`config.mk`:
```
export PLATFORM = sky130hd
export DESIGN_NAME = apb_slave_mem_flat
export DESIGN_NICKNAME = d
export VERILOG_FILES = /design/src/rtl/apb_pkg.sv /design/src/rtl/apb_slave_mem_if.sv /design/src/rtl/apb_slave_regfile.sv /design/src/rtl/apb_slave_mem.sv /design/src/flat_wrapper.sv
export SDC_FILE = /design/constraint.sdc
export NUM_CORES = 1
export LEC_CHECK = 0
export BUFFER_PORTS_ARGS = -buffer_cell sky130_fd_sc_hd__buf_2
export CAP_MARGIN = 40
export CORE_UTILIZATION = 40
export DETAILED_ROUTE_END_ITERATION = 7
export HOLD_SLACK_MARGIN = 0.1
export MAX_ROUTING_LAYER = met4
export SYNTH_ARGS = -nofsm -noshare
export SYNTH_HDL_FRONTEND = slang
export SYNTH_HIERARCHICAL = 1
export SYNTH_SLANG_ARGS = --single-unit
```
`constraint.sdc`:
```
create_clock -name PCLK -period 3.7 [get_ports PCLK]
set_input_delay 0.74 -clock PCLK [delete_from_list [all_inputs] [get_ports PCLK]]
set_output_delay 0.74 -clock PCLK [all_outputs]
set_load 0.02 [all_outputs]
```
`src/rtl/apb_pkg.sv`:
```
// Shared APB definitions: default bus widths and the one-hot completer FSM states.
package apb_pkg;

  localparam int DATAWIDTH = 8;
  localparam int ADDRWIDTH = 8;

  typedef enum logic [2:0] {
    IDLE   = 3'b001,
    ACCESS = 3'b010,
    ERROR  = 3'b100
  } apb_state_e;

endpackage

```
`src/rtl/apb_slave_mem_if.sv`:
```
// APB bus bundle between the bridge (master) and one completer (slave).
interface apb_slave_mem_if
  import apb_pkg::*;
#(
  parameter int DW = DATAWIDTH,
  parameter int AW = ADDRWIDTH
);

  logic          PSEL;
  logic          PENABLE;
  logic          PWRITE;
  logic [AW-1:0] PADDR;
  logic [DW-1:0] PWDATA;
  logic [DW-1:0] PRDATA;
  logic          PREADY;
  logic          PSLVERR;

  modport master (
    output PSEL, PENABLE, PWRITE, PADDR, PWDATA,
    input  PRDATA, PREADY, PSLVERR
  );

  modport slave (
    input  PSEL, PENABLE, PWRITE, PADDR, PWDATA,
    output PRDATA, PREADY, PSLVERR
  );

endinterface

```
`src/rtl/apb_slave_regfile.sv`:
```
// Register-file storage: async clear, synchronous enabled write, combinational read.
module apb_slave_regfile #(
  parameter int DATAWIDTH = 8,
  parameter int MEMDEPTH  = 64,
  parameter int IW        = $clog2(MEMDEPTH)
) (
  input  logic                 clk,
  input  logic                 rst_n,
  input  logic                 we,
  input  logic [IW-1:0]        waddr,
  input  logic [DATAWIDTH-1:0] wdata,
  input  logic [IW-1:0]        raddr,
  output logic [DATAWIDTH-1:0] rdata
);

  logic [DATAWIDTH-1:0] mem_q [MEMDEPTH];

  // NOTE: every word is cleared by reset, so this array maps to flops, not a RAM macro.
  always_ff @(posedge clk or negedge rst_n) begin
    if (!rst_n) begin
      for (int i = 0; i < MEMDEPTH; i++) mem_q[i] <= '0;
    end else if (we) begin
      mem_q[waddr] <= wdata;
    end
  end

  assign rdata = mem_q[raddr];

endmodule

```
`src/rtl/apb_slave_mem.sv`:
```
// APB completer with fixed wait states, address-range and protocol error detection.
module apb_slave_mem
  import apb_pkg::*;
#(
  parameter int DATAWIDTH  = apb_pkg::DATAWIDTH,
  parameter int ADDRWIDTH  = apb_pkg::ADDRWIDTH,
  parameter int MEMDEPTH   = 64,
  parameter int WAITCYCLES = 2
) (
  input  logic             PCLK,
  input  logic             PRESETn,
  apb_slave_mem_if.slave   bus
);

  localparam int IW = $clog2(MEMDEPTH);
  localparam int CW = (WAITCYCLES > 0) ? $clog2(WAITCYCLES + 1) : 1;
  localparam logic [CW-1:0]        WAIT_INIT = CW'(WAITCYCLES);
  localparam logic [ADDRWIDTH:0]   DEPTH_L   = (ADDRWIDTH + 1)'(MEMDEPTH);

  apb_state_e           state_q,    state_d;
  logic [CW-1:0]        wait_cnt_q, wait_cnt_d;
  logic [ADDRWIDTH-1:0] addr_q,     addr_d;
  logic                 write_q,    write_d;
  logic [DATAWIDTH-1:0] wdata_q,    wdata_d;
  logic [DATAWIDTH-1:0] rdata_q,    rdata_d;

  logic                 pready, pslverr, mem_we;
  logic                 paddr_ok, addr_err, stab_err;
  logic [DATAWIDTH-1:0] mem_rdata;

  assign paddr_ok = {1'b0, bus.PADDR} < DEPTH_L;
  assign addr_err = !({1'b0, addr_q} < DEPTH_L);
  assign stab_err = (bus.PADDR != addr_q) || (bus.PWRITE != write_q) ||
                    (write_q && (bus.PWDATA != wdata_q));

  // NOTE: defaults first so every path assigns every output and no latch is inferred.
  always_comb begin
    state_d    = state_q;
    wait_cnt_d = wait_cnt_q;
    addr_d     = addr_q;
    write_d    = write_q;
    wdata_d    = wdata_q;
    rdata_d    = rdata_q;
    pready     = 1'b0;
    pslverr    = 1'b0;
    mem_we     = 1'b0;
    unique case (state_q)
      IDLE: begin
        if (bus.PSEL && !bus.PENABLE) begin
          addr_d     = bus.PADDR;
          write_d    = bus.PWRITE;
          wdata_d    = bus.PWDATA;
          wait_cnt_d = WAIT_INIT;
          rdata_d    = paddr_ok ? mem_rdata : '0;
          state_d    = ACCESS;
        end else if (bus.PSEL) begin
          state_d = ERROR;
        end
      end
      ACCESS: begin
        pready  = (wait_cnt_q == '0);
        pslverr = pready && (addr_err || stab_err);
        if (wait_cnt_q != '0) wait_cnt_d = wait_cnt_q - 1'b1;
        if (!bus.PSEL) begin
          state_d = IDLE;
        end else if (bus.PENABLE && pready) begin
          // pslverr already covers out-of-range, so a clean completion is always writable
          mem_we  = write_q && !pslverr;
          state_d = IDLE;
        end
      end
      ERROR: begin
        pready  = 1'b1;
        pslverr = 1'b1;
        state_d = IDLE;
      end
      default: state_d = IDLE;
    endcase
  end

  // NOTE: non-blocking assignments keep every flop sampling the pre-edge values.
  always_ff @(posedge PCLK or negedge PRESETn) begin
    if (!PRESETn) begin
      state_q    <= IDLE;
      wait_cnt_q <= '0;
      addr_q     <= '0;
      write_q    <= 1'b0;
      wdata_q    <= '0;
      rdata_q    <= '0;
    end else begin
      state_q    <= state_d;
      wait_cnt_q <= wait_cnt_d;
      addr_q     <= addr_d;
      write_q    <= write_d;
      wdata_q    <= wdata_d;
      rdata_q    <= rdata_d;
    end
  end

  apb_slave_regfile #(
    .DATAWIDTH (DATAWIDTH),
    .MEMDEPTH  (MEMDEPTH),
    .IW        (IW)
  ) u_regfile (
    .clk   (PCLK),
    .rst_n (PRESETn),
    .we    (mem_we),
    .waddr (addr_q[IW-1:0]),
    .wdata (wdata_q),
    .raddr (bus.PADDR[IW-1:0]),
    .rdata (mem_rdata)
  );

  assign bus.PREADY  = pready;
  assign bus.PSLVERR = pslverr;
  assign bus.PRDATA  = (state_q == ACCESS && pready && !write_q && !pslverr) ? rdata_q : '0;

endmodule

```
`src/flat_wrapper.sv`:
```
// flat-port wrapper written by rule: the top's interface ports become plain ports
module apb_slave_mem_flat import apb_pkg::*;
#(
  parameter int DATAWIDTH  = apb_pkg::DATAWIDTH,
  parameter int ADDRWIDTH  = apb_pkg::ADDRWIDTH,
  parameter int MEMDEPTH   = 64,
  parameter int WAITCYCLES = 2
)
  (PCLK, PRESETn, bus_PSEL, bus_PENABLE, bus_PWRITE, bus_PADDR, bus_PWDATA, bus_PRDATA, bus_PREADY, bus_PSLVERR);
  apb_slave_mem_if bus_i ();
  input  logic PCLK;
  input  logic PRESETn;
  input wire logic [$bits(bus_i.PSEL)-1:0] bus_PSEL;
  input wire logic [$bits(bus_i.PENABLE)-1:0] bus_PENABLE;
  input wire logic [$bits(bus_i.PWRITE)-1:0] bus_PWRITE;
  input wire logic [$bits(bus_i.PADDR)-1:0] bus_PADDR;
  input wire logic [$bits(bus_i.PWDATA)-1:0] bus_PWDATA;
  output wire logic [$bits(bus_i.PRDATA)-1:0] bus_PRDATA;
  output wire logic [$bits(bus_i.PREADY)-1:0] bus_PREADY;
  output wire logic [$bits(bus_i.PSLVERR)-1:0] bus_PSLVERR;
  assign bus_i.PSEL = bus_PSEL;
  assign bus_i.PENABLE = bus_PENABLE;
  assign bus_i.PWRITE = bus_PWRITE;
  assign bus_i.PADDR = bus_PADDR;
  assign bus_i.PWDATA = bus_PWDATA;
  assign bus_PRDATA = bus_i.PRDATA;
  assign bus_PREADY = bus_i.PREADY;
  assign bus_PSLVERR = bus_i.PSLVERR;
  apb_slave_mem #(.DATAWIDTH(DATAWIDTH), .ADDRWIDTH(ADDRWIDTH), .MEMDEPTH(MEMDEPTH), .WAITCYCLES(WAITCYCLES)) u_core (.PCLK(PCLK), .PRESETn(PRESETn), .bus(bus_i));
endmodule
```
==> results of run 1 <==
state kept, by name, indices dropped and copies added, names as in the netlist:
register and cells:
u_core/addr_q 8, u_core/rdata_q 8, u_core/state_q 3, u_core/u_regfile/mem_q 512
u_core/wait_cnt_q 2, u_core/wdata_q 8, u_core/write_q 1
cell type report:
class | count | area [um^2]
inverters | 2 | 7.51
fillers | 5440 | 33700
multi-input cells | 1006 | 11000
clock inverters | 18 | 225
flip-flops and latches | 542 | 13600
clock buffers | 85 | 1620
well taps | 837 | 1050
repair buffers | 100 | 828
critical path, delay by kind of cell, from the launching register on:
kind / cells / cell delay [ns]
muxes: 1 / 0.40
DFF: 1 / 0.36
and+or+nand+nor: 7 / 1.63
buffers and inverters: 3 / 0.48
adders and majority gates: 1 / 0.26
cells in the mapped netlist, drive strengths merged, types with 2 or more instances:
master,instances,area (um^2)
mux4,132,3010
buf,59,377
nor2b,9,56.3
dfrtp,541,13500
nor4,4,37.5
or2,2,12.5
nand2b,9,71.3
nand3,15,85.1
o31ai,7,52.6
a211oi,7,52.6
or3b,2,17.5
or3,2,12.5
nand3b,3,22.5
and2,8,50.1
nor2,50,263
o22ai,8,50.1
o211ai,3,22.5
nand4,6,50.0
inv,2,7.51
clkbuf,63,236
o21ai,15,75.1
and3,5,31.3
a211o,2,17.5
nor3,8,77.6
mux2i,28,280
o221ai,6,52.6
mux2,517,5820
nand2,112,420
xnor2,15,131
a21oi,19,95.1
nor3b,4,30.0
through the flow:
stage / power (mW) / utilization / instance area, um^2 / worst slack (ns) / instances
global placement: 7.58 / 0.426 / 26400 / 0.209 / 2485
detailed placement: 7.62 / 0.427 / 26400 / 0.200 / 2487
finish: 13.1 / 0.457 / 28300 / 0.396 / 2590
floorplan: 7.01 / - / 25200 / 0.813 / 1672
global route: 13.7 / 0.457 / 28300 / 0.198 / 2590
CTS: 13.3 / 0.457 / 28300 / 0.364 / 2590
power by group:
group	leakage [nW]	internal (mW)	switching, mW
combinational	5.29	0.323	1.07
clock	0.897	3.25	2.40
sequential	7.53	6.01	0.0820
total	13.7	9.58	3.55
path summary, 6_finish.rpt:
kind	startpoint	endpoint	slack, ns	cells after the start
setup / recovery	u_core/wait_cnt_q[0]	u_core/u_regfile/mem_q[235]	0.40	12
hold / removal	PRESETn	u_core/u_regfile/mem_q[211]	0.12	1
setup reg to reg	u_core/wait_cnt_q[0]	u_core/u_regfile/mem_q[235]	0.40	12
hold reg to reg	u_core/rdata_q[7]	u_core/rdata_q[7]	0.46	2
max in group asynchronous	PRESETn	u_core/wdata_q[6]	2.49	2
min in group PCLK	bus_PWDATA[3]	u_core/wdata_q[3]	0.33	3
per-layer routing:
| metal | part of all wire | wire (um) | vias up |
|---|---|---|---|
| li1 | - | - | 6257 |
| met1 | 0.46 | 28200 | 7766 |
| met4 | 0.023 | 1400 | 0 |
| met2 | 0.49 | 30200 | 221 |
| met3 | 0.033 | 2020 | 84 |
| met5 | 0 | 0 | - |
cell families after synthesis:
group,Yosys count,synth area share
DFF,542,0.539
buffers and inverters,124,0.0247
and+or+nand+nor,242,0.0504
adders and majority gates,1,0.000497
xor gates and xnor gates,15,0.00522
AOI/OAI and AO/OA,71,0.0180
muxes,677,0.362
layout by cell type (no fill, tap or decap), types with 10 or more instances in the layout:
cell	Yosys	layout
dfrtp_1	541	533
mux2_2	460	460
mux4_2	123	123
nand2_1	112	112
buf_4	10	60
clkbuf_16	0	57
mux2_1	57	57
nor2_1	28	28
mux2i_1	28	28
buf_2	28	26
clkbuf_1	63	19
a21oi_1	19	19
nor2_2	18	18
xnor2_1	15	15
nand3_1	13	13
o21ai_1	10	10
==> run summary, run 1 <==
# Max-Cap Violations -> 0
Chip height -> 253 um
Mapped Area -> 0.0252 mm^2
CP max-delay cell -> mux2_2
DP Wirelength -> 38500 um
Unrepaired setup endpoints after global routing -> false
Slew of the pin with the lowest slew margin -> 0.809 ns
WL final -> 61800 um
H-tree depth -> 2
Main synth FF type -> dfrtp_1
Starting Density -> 0.406
CTS Hold Bufs -> 0
Area grow syn2layout -> 12.4%
VDD IR max -> 0.305 mV
I/O pin cnt -> 31
CP Data Arrival Time -> 3.78 ns
Clk pin slew, worst setup/hold paths -> 0.06 ns
Drt via density -> 5.53
Clock Root Buffer -> clkbuf_16
DRT antenna net count -> 0
Max Buffers Root-to-Sink -> 3
Syn. warnings -> 6
Core ar. -> 0.0619 mm^2
Leakage -> 13.7 nW
Synth unique cells -> 55
Min-delay worst type -> primary input to async pin
GR peak layer -> met2
Worst-path fanout max -> 8
Full die area -> 0.0639 mm^2
Fmax -> 0.303 GHz
Syn_nets -> 1694
Startpoint Class -> register
Met1 GRT Util -> 0.281
Required @ worst endpoint -> 4.18 ns
Met3 Use GR -> 0.0279
CTS tree -> yes
Gpl congestion -> 0.817
Fin. Hold Viols -> 0
Setup CP Type -> register to register
Largest stage delay, worst path -> 0.40 ns
Slew HR -> 0.461
Initial antenna violation count -> 0
First-pass GRT wire length -> 96400 um
Setup TNS -> 0 ns
Final #Nets -> 1731
DRC -> 0
IO buf count -> 30
EDFF count, synth -> 0
Total track usage -> 0.206
Final period util -> 0.893
Cells after Synth -> 1672
Initial DRC count -> 846
Seq/Total Area, Yosys -> 0.539
Number of global-route vias before repair -> 15100
Post-synth ARST share -> 1.00
Global routing usage on met2 -> 0.326
Grt ovf -> 0
Endpoints failing setup -> 0
Syn avg cell area -> 15.0 um^2
Sink Count -> 542
TritonCTS buffer count -> 57
Placement Rows -> 91
Post-CTS Repair Setup Buffers -> 0
Antenna diodes -> 0
Ratio of total power to cell area -> 464 mW/mm^2
Most Frequent Cell on Critical Path -> buf_4
Vias -> 14300
Synth Register Bits -> 542
Crit-path cells -> inv_1 > ha_1 > and4bb_1 > nand4_1 > or3_1 > nor3_2 > buf_4 > nand2b_1 > nor2b_1 > buf_4 > nand2_1 > mux2_2
Share of cells above drive strength 1 -> 0.463
Largest net degree at the start of global routing -> 102
Min Tclk post-route -> 3.30 ns
Clock latency on the worst-skew pair -> 0.63 ns
Total iterations of the first detailed-routing run -> 5
Setup crit end kind -> register
PostCTS Resize Cnt -> 0
Outcome -> finished, final reports clean
Routed len/inst -> 23.9 um
Hold WS -> 0.118 ns
Final slew viol count -> 0
Die Wd -> 253 um
Setup Skew -> 0.0360 ns
Power figures use the tool's default switching activity.
==> inputs of run 2 (changes only) <==
--- a/config.mk
+++ b/config.mk
@@ -7,10 +7,13 @@
 export LEC_CHECK = 0
 export BUFFER_PORTS_ARGS = -buffer_cell sky130_fd_sc_hd__buf_2
 export CAP_MARGIN = 40
+export CELL_PAD_IN_SITES_DETAIL_PLACEMENT = 1
+export CELL_PAD_IN_SITES_GLOBAL_PLACEMENT = 2
 export CORE_UTILIZATION = 40
 export DETAILED_ROUTE_END_ITERATION = 7
 export HOLD_SLACK_MARGIN = 0.1
 export MAX_ROUTING_LAYER = met4
+export PLACE_DENSITY_LB_ADDON = 0.1
 export SYNTH_ARGS = -nofsm -noshare
 export SYNTH_HDL_FRONTEND = slang
 export SYNTH_HIERARCHICAL = 1
==> run summary, run 2 (same netlist as run 1, synthesis figures left out) <==
Final period util -> 0.906
Worst slack, placed -> -0.0388 ns
Most common cell after layout, fill and taps aside -> dfrtp_1
Post-Place Cells -> 2508
Multi-input gate area -> 0.0110 mm^2
Final slew viol count -> 0
Routed len/inst -> 25.6 um
Hold WS -> 0.129 ns
TritonCTS buffer count -> 60
Placed Instance Area -> 0.0266 mm^2
Worst reg2reg path depth -> 11
Full die area -> 0.0639 mm^2
Grt ovf -> 0
Setup Skew -> 0.0287 ns
End of the worst register-to-register path -> u_core/u_regfile/mem_q[511]
Min Tclk post-route -> 3.35 ns
Setup ws final -> 0.348 ns
Fmax -> 0.298 GHz
VDD IR max -> 0.339 mV
Startpoint Class -> register
Area grow syn2layout -> 13.6%
CTS tree -> yes
Total track usage -> 0.228
PostCTS Resize Cnt -> 0
Placement Rows -> 91
Die Wd -> 253 um
Vias -> 14400
Number of global-route vias before repair -> 16100
I/O pin cnt -> 31
Min-delay worst type -> primary input to async pin
Largest register FFs -> 512
CTS Hold Bufs -> 0
Clk pin slew, worst setup/hold paths -> 0.06 ns
Starting Density -> 0.406
Outcome -> finished, final reports clean
Worst-path fanout max -> 8
Drt via density -> 5.50
DRT antenna net count -> 0
Leakage -> 13.9 nW
Largest net degree at the start of global routing -> 88
Final Non-Filler Cells -> 2620
Commonest non-fill, non-tap cells in the layout -> dfrtp_1, mux2_2, mux4_2, nand2_1, buf_4
Max Buffers Root-to-Sink -> 3
WL final -> 67000 um
Initial antenna violation count -> 1
IO buf count -> 30
Worst R2R Setup Slack -> 0.35 ns
Chip height -> 253 um
Post-route cell area -> 0.0286 mm^2
# Max-Cap Violations -> 0
Gpl congestion -> 0.770
Required @ worst endpoint -> 4.20 ns
Tot Pwr -> 13.5 mW
Sink Count -> 542
Post-CTS Repair Setup Buffers -> 0
Setup crit end kind -> register
Total iterations of the first detailed-routing run -> 4
Endpoints failing setup -> 0
Top reg by flops -> u_core/u_regfile/mem_q
FF/Latch Area -> 0.0136 mm^2
Setup CP Type -> register to register
Slew HR -> 0.425
Initial DRC count -> 657
Clock Root Buffer -> clkbuf_16
Worst R2R Start -> u_core/wait_cnt_q[0]
Unrepaired setup endpoints after global routing -> false
Clock latency on the worst-skew pair -> 0.63 ns
Slew of the pin with the lowest slew margin -> 0.862 ns
Core ar. -> 0.0619 mm^2
Fin. Hold Viols -> 0
Ratio of total power to cell area -> 473 mW/mm^2
Share of cells above drive strength 1 -> 0.473
DP Wirelength -> 43200 um
Final #Nets -> 1755
CP Data Arrival Time -> 3.86 ns
H-tree depth -> 2
First-pass GRT wire length -> 106000 um
Fill cells -> 6097
DRC -> 0
[run 2: worst max path at each step]
stage,start,to,slack [ns],cells after the start
finish,u_core/wait_cnt_q[0],u_core/u_regfile/mem_q[511],0.35,11
global route,u_core/wait_cnt_q[0],u_core/u_regfile/mem_q[425],0.15,11
CTS,u_core/wait_cnt_q[0],u_core/u_regfile/mem_q[389],0.32,11
detailed placement,bus_PADDR[4],u_core/u_regfile/mem_q[426],-0.04,9
global placement,bus_PADDR[4],u_core/u_regfile/mem_q[438],-0.06,9
floorplan,bus_PWDATA[2],u_core/u_regfile/mem_q[448],0.81,10
[run 2: layout make-up]
cell class	instances	share of cell area
well taps	837	0.0366
inverters	2	0.000263
clock inverters	23	0.00867
flip-flops and latches	542	0.475
multi-input cells	1006	0.384
diodes	1	0.0000875
clock buffers	88	0.0601
repair buffers	121	0.0355
[run 2: routing by layer]
layer  routed length, um  up-vias  track usage
met3                2280       80       0.0294
met2               32200      168        0.358
li1                    -     6302            -
met4                1330        0       0.0544
met1               31100     7854        0.316
met5                   0        -            -
[run 2: power by group]
group	switching, mW	total, mW	internal, mW
clock network	2.46	5.95	3.49
registers	0.0575	6.07	6.01
logic	1.15	1.50	0.348
[run 2: critical path, stage by stage, from the launching register on]
cell      delay (ns)
dfrtp_1         0.36
inv_1           0.09
ha_1            0.27
and4bb_1        0.25
nand4_1         0.10
or3_1           0.34
nor3_2          0.28
buf_4           0.22
nand2b_1        0.16
nor4_2          0.36
nand2_1         0.41
mux2_2          0.39
[run 2: metrics by stage]
stage / setup TNS (ns) / utilization
after floorplan: 0 / -
after global placement: -1.16 / 0.430
after detailed placement: -0.638 / 0.430
after CTS: 0 / 0.461
after global routing: 0 / 0.461
final: 0 / 0.461
==> inputs of run 3 (changes only) <==
--- a/config.mk
+++ b/config.mk
@@ -5,11 +5,12 @@
 export SDC_FILE = /design/constraint.sdc
 export NUM_CORES = 1
 export LEC_CHECK = 0
+export ABC_AREA = 1
 export BUFFER_PORTS_ARGS = -buffer_cell sky130_fd_sc_hd__buf_2
 export CAP_MARGIN = 40
 export CELL_PAD_IN_SITES_DETAIL_PLACEMENT = 1
 export CELL_PAD_IN_SITES_GLOBAL_PLACEMENT = 2
-export CORE_UTILIZATION = 40
+export CORE_UTILIZATION = 38
 export DETAILED_ROUTE_END_ITERATION = 7
 export HOLD_SLACK_MARGIN = 0.1
 export MAX_ROUTING_LAYER = met4
==> run summary, run 3 <==
Outcome -> finished, final reports clean
WL final -> 87200 um
Setup TNS -> 0 ns
H-tree depth -> 3
Routed len/inst -> 21.7 um
Largest register FFs -> 512
Net switching power -> 5.09 mW
Placement Rows -> 93
Total track usage -> 0.276
Ratio of total power to cell area -> 553 mW/mm^2
Leakage -> 12.8 nW
Die Wd -> 258 um
Global routing usage on met2 -> 0.427
Top reg by flops -> u_core/u_regfile/mem_q
Synth Area in Adders -> 0.000501
Clock latency on the worst-skew pair -> 0.61 ns
Fin. Hold Viols -> 0
Setup ws final -> 0.321 ns
Met1 GRT Util -> 0.381
Core ar. -> 0.0647 mm^2
Chip height -> 258 um
Sink Count -> 542
Tot Pwr -> 15.6 mW
Pint -> 10.6 mW
CP Data Arrival Time -> 3.82 ns
Setup CP Type -> register to register
Syn avg cell area -> 7.90 um^2
Starting Density -> 0.386
Hold WS -> 0.155 ns
Largest family of logic cells by synthesized area -> simple AND/OR/NAND/NOR gates
Slew HR -> 0.399
EDFF count, synth -> 0
Multiplexer area fraction after synthesis -> 0
Synth unique cells -> 30
# Max-Cap Violations -> 0
Dominant cell type by area after synthesis -> dfrtp_1
FF/Latch Area -> 0.0136 mm^2
Clk pin slew, worst setup/hold paths -> 0.06 ns
Most common cell after layout, fill and taps aside -> nand2_1
Post-CTS Repair Setup Buffers -> 0
Cells after Synth -> 3164
Unrepaired setup endpoints after global routing -> false
Antenna diodes -> 0
Switch share -> 0.325
Worst R2R Start -> u_core/addr_q[1]
CTS tree -> yes
Commonest non-fill, non-tap cells in the layout -> nand2_1, dfrtp_1, nand3_1, o21ai_0, nor2_1
Multi-input gate area -> 0.0103 mm^2
Sequential share of power -> 0.400
Mapped Area -> 0.0250 mm^2
End of the worst register-to-register path -> u_core/u_regfile/mem_q[165]
Grt ovf -> 0
Syn_nets -> 3186
Drt via density -> 5.38
Final period util -> 0.913
Fmax -> 0.296 GHz
Worst slack, placed -> -0.0962 ns
Vias -> 21600
Initial DRC count -> 1643
Top cells by count, synth -> nand2_1, dfrtp_1, nand3_1, o21ai_0, clkbuf_1
Min-delay worst type -> primary input to async pin
DRC -> 0
Worst-path fanout max -> 16
Endpoints failing setup -> 0
Post-synth top area share -> 0.542
Worst reg2reg path depth -> 14
Fill cells -> 7826
Final slew viol count -> 0
Area grow syn2layout -> 13.2%
Startpoint Class -> register
DP Wirelength -> 54600 um
GR peak layer -> met2
Combinational power share -> 0.183
Clock Root Buffer -> clkbuf_16
TritonCTS buffer count -> 67
Initial antenna violation count -> 2
Synth Register Bits -> 542
Clock power frac -> 0.416
I/O pin cnt -> 31
Met3 Use GR -> 0.0334
Worst R2R Setup Slack -> 0.32 ns
Syn. warnings -> 6
Setup Skew -> 0.0218 ns
Most common cell in the netlist -> nand2_1
Number of global-route vias before repair -> 22800
Post-synth ARST share -> 1.00
XOR/XNOR Fraction of Synth Area -> 0.00140
VDD IR max -> 0.277 mV
Seq/Total Area, Yosys -> 0.543
IO buf count -> 30
DRT antenna net count -> 0
Largest net degree at the start of global routing -> 118
Required @ worst endpoint -> 4.14 ns
Gpl congestion -> 0.854
Synth area leaders -> dfrtp_1, nand2_1, nand3_1
Setup crit end kind -> register
Slew of the pin with the lowest slew margin -> 0.897 ns
Full die area -> 0.0668 mm^2
First-pass GRT wire length -> 138000 um
Finished Core Util -> 0.437
CTS Hold Bufs -> 0
Main synth FF type -> dfrtp_1
Simple-gate share of the synthesized area -> 0.299
Compound-Gate Fraction of Synth Area -> 0.109
Total iterations of the first detailed-routing run -> 5
Final #Nets -> 3139
Max Buffers Root-to-Sink -> 3
Min Tclk post-route -> 3.38 ns
Share of cells above drive strength 1 -> 0.0819
## run 3: per-layer routing
layer  wire length [um]  share of wire  vias to the layer above
met1              41400           0.48                    10900
met4               1850          0.021                        0
met2              40400           0.46                      384
met5                  0              0                        -
li1                   -              -                    10200
met3               3530          0.040                      127
## run 3: worst max-delay path by stage
stage | start | to | slack (ns) | cells after the start
after floorplan | bus_PADDR[7] | u_core/u_regfile/mem_q[430] | 0.96 | 13
after global placement | bus_PADDR[0] | u_core/u_regfile/mem_q[358] | -0.01 | 15
after detailed placement | bus_PADDR[0] | u_core/u_regfile/mem_q[510] | -0.1 | 13
after CTS | u_core/addr_q[1] | u_core/u_regfile/mem_q[475] | 0.20 | 12
after global routing | u_core/addr_q[3] | u_core/u_regfile/mem_q[43] | 0.05 | 11
final | u_core/addr_q[1] | u_core/u_regfile/mem_q[165] | 0.32 | 14
## run 3: repair_timing
action	4_1_cts	5_1_grt
gates resized for setup	0	6
setup endpoints to repair	0	157
hold endpoints to repair	0	0
## run 3: final cells by class
class / instances / share of cell area
flip-flops and latches: 542 / 0.480
inverters: 61 / 0.00845
repair buffers: 110 / 0.0346
clock buffers: 102 / 0.0736
well taps: 855 / 0.0378
clock inverters: 12 / 0.00336
multi-input cells: 2335 / 0.363
## run 3: worst max-delay path: stages (launching register included)
cell and delay (ns):
dfrtp_2 0.56, inv_1 0.11, nand2_1 0.07, o21ai_0 0.07, nor2_1 0.10, nand2_1 0.07, nor2_2 0.11, nand2_1 0.06
nor2_1 0.36, inv_1 0.42, nor4_4 0.33, buf_4 0.27, nand2_1 0.40, nand2_1 0.18, o21ai_0 0.12
## run 3: kinds of logic after synthesis
logic type      count (synthesis)
buf+inv                       287
flops                         542
fa+ha+maj                       1
compound gates                540
simple gates                 1790
xor+xnor                        4
## run 3: power by group through the flow
stage	Clock (mW)	Sequential, mW	Combinational [mW]
2_1_floorplan	0	6.29	1.35
3_3_place_gp	0	6.34	2.74
3_5_place_dp	0	6.36	2.88
4_1_cts	6.69	6.26	2.89
5_1_grt	6.92	6.28	3.07
6_report	6.51	6.26	2.87
## run 3: per-stage QoR
step           instance area, um^2  std cells
3_5_place_dp                 26100       3903
2_1_floorplan                25000       3164
6_report                     28300       4017
3_3_place_gp                 26000       3897
5_1_grt                      28300       4017
4_1_cts                      28300       4017
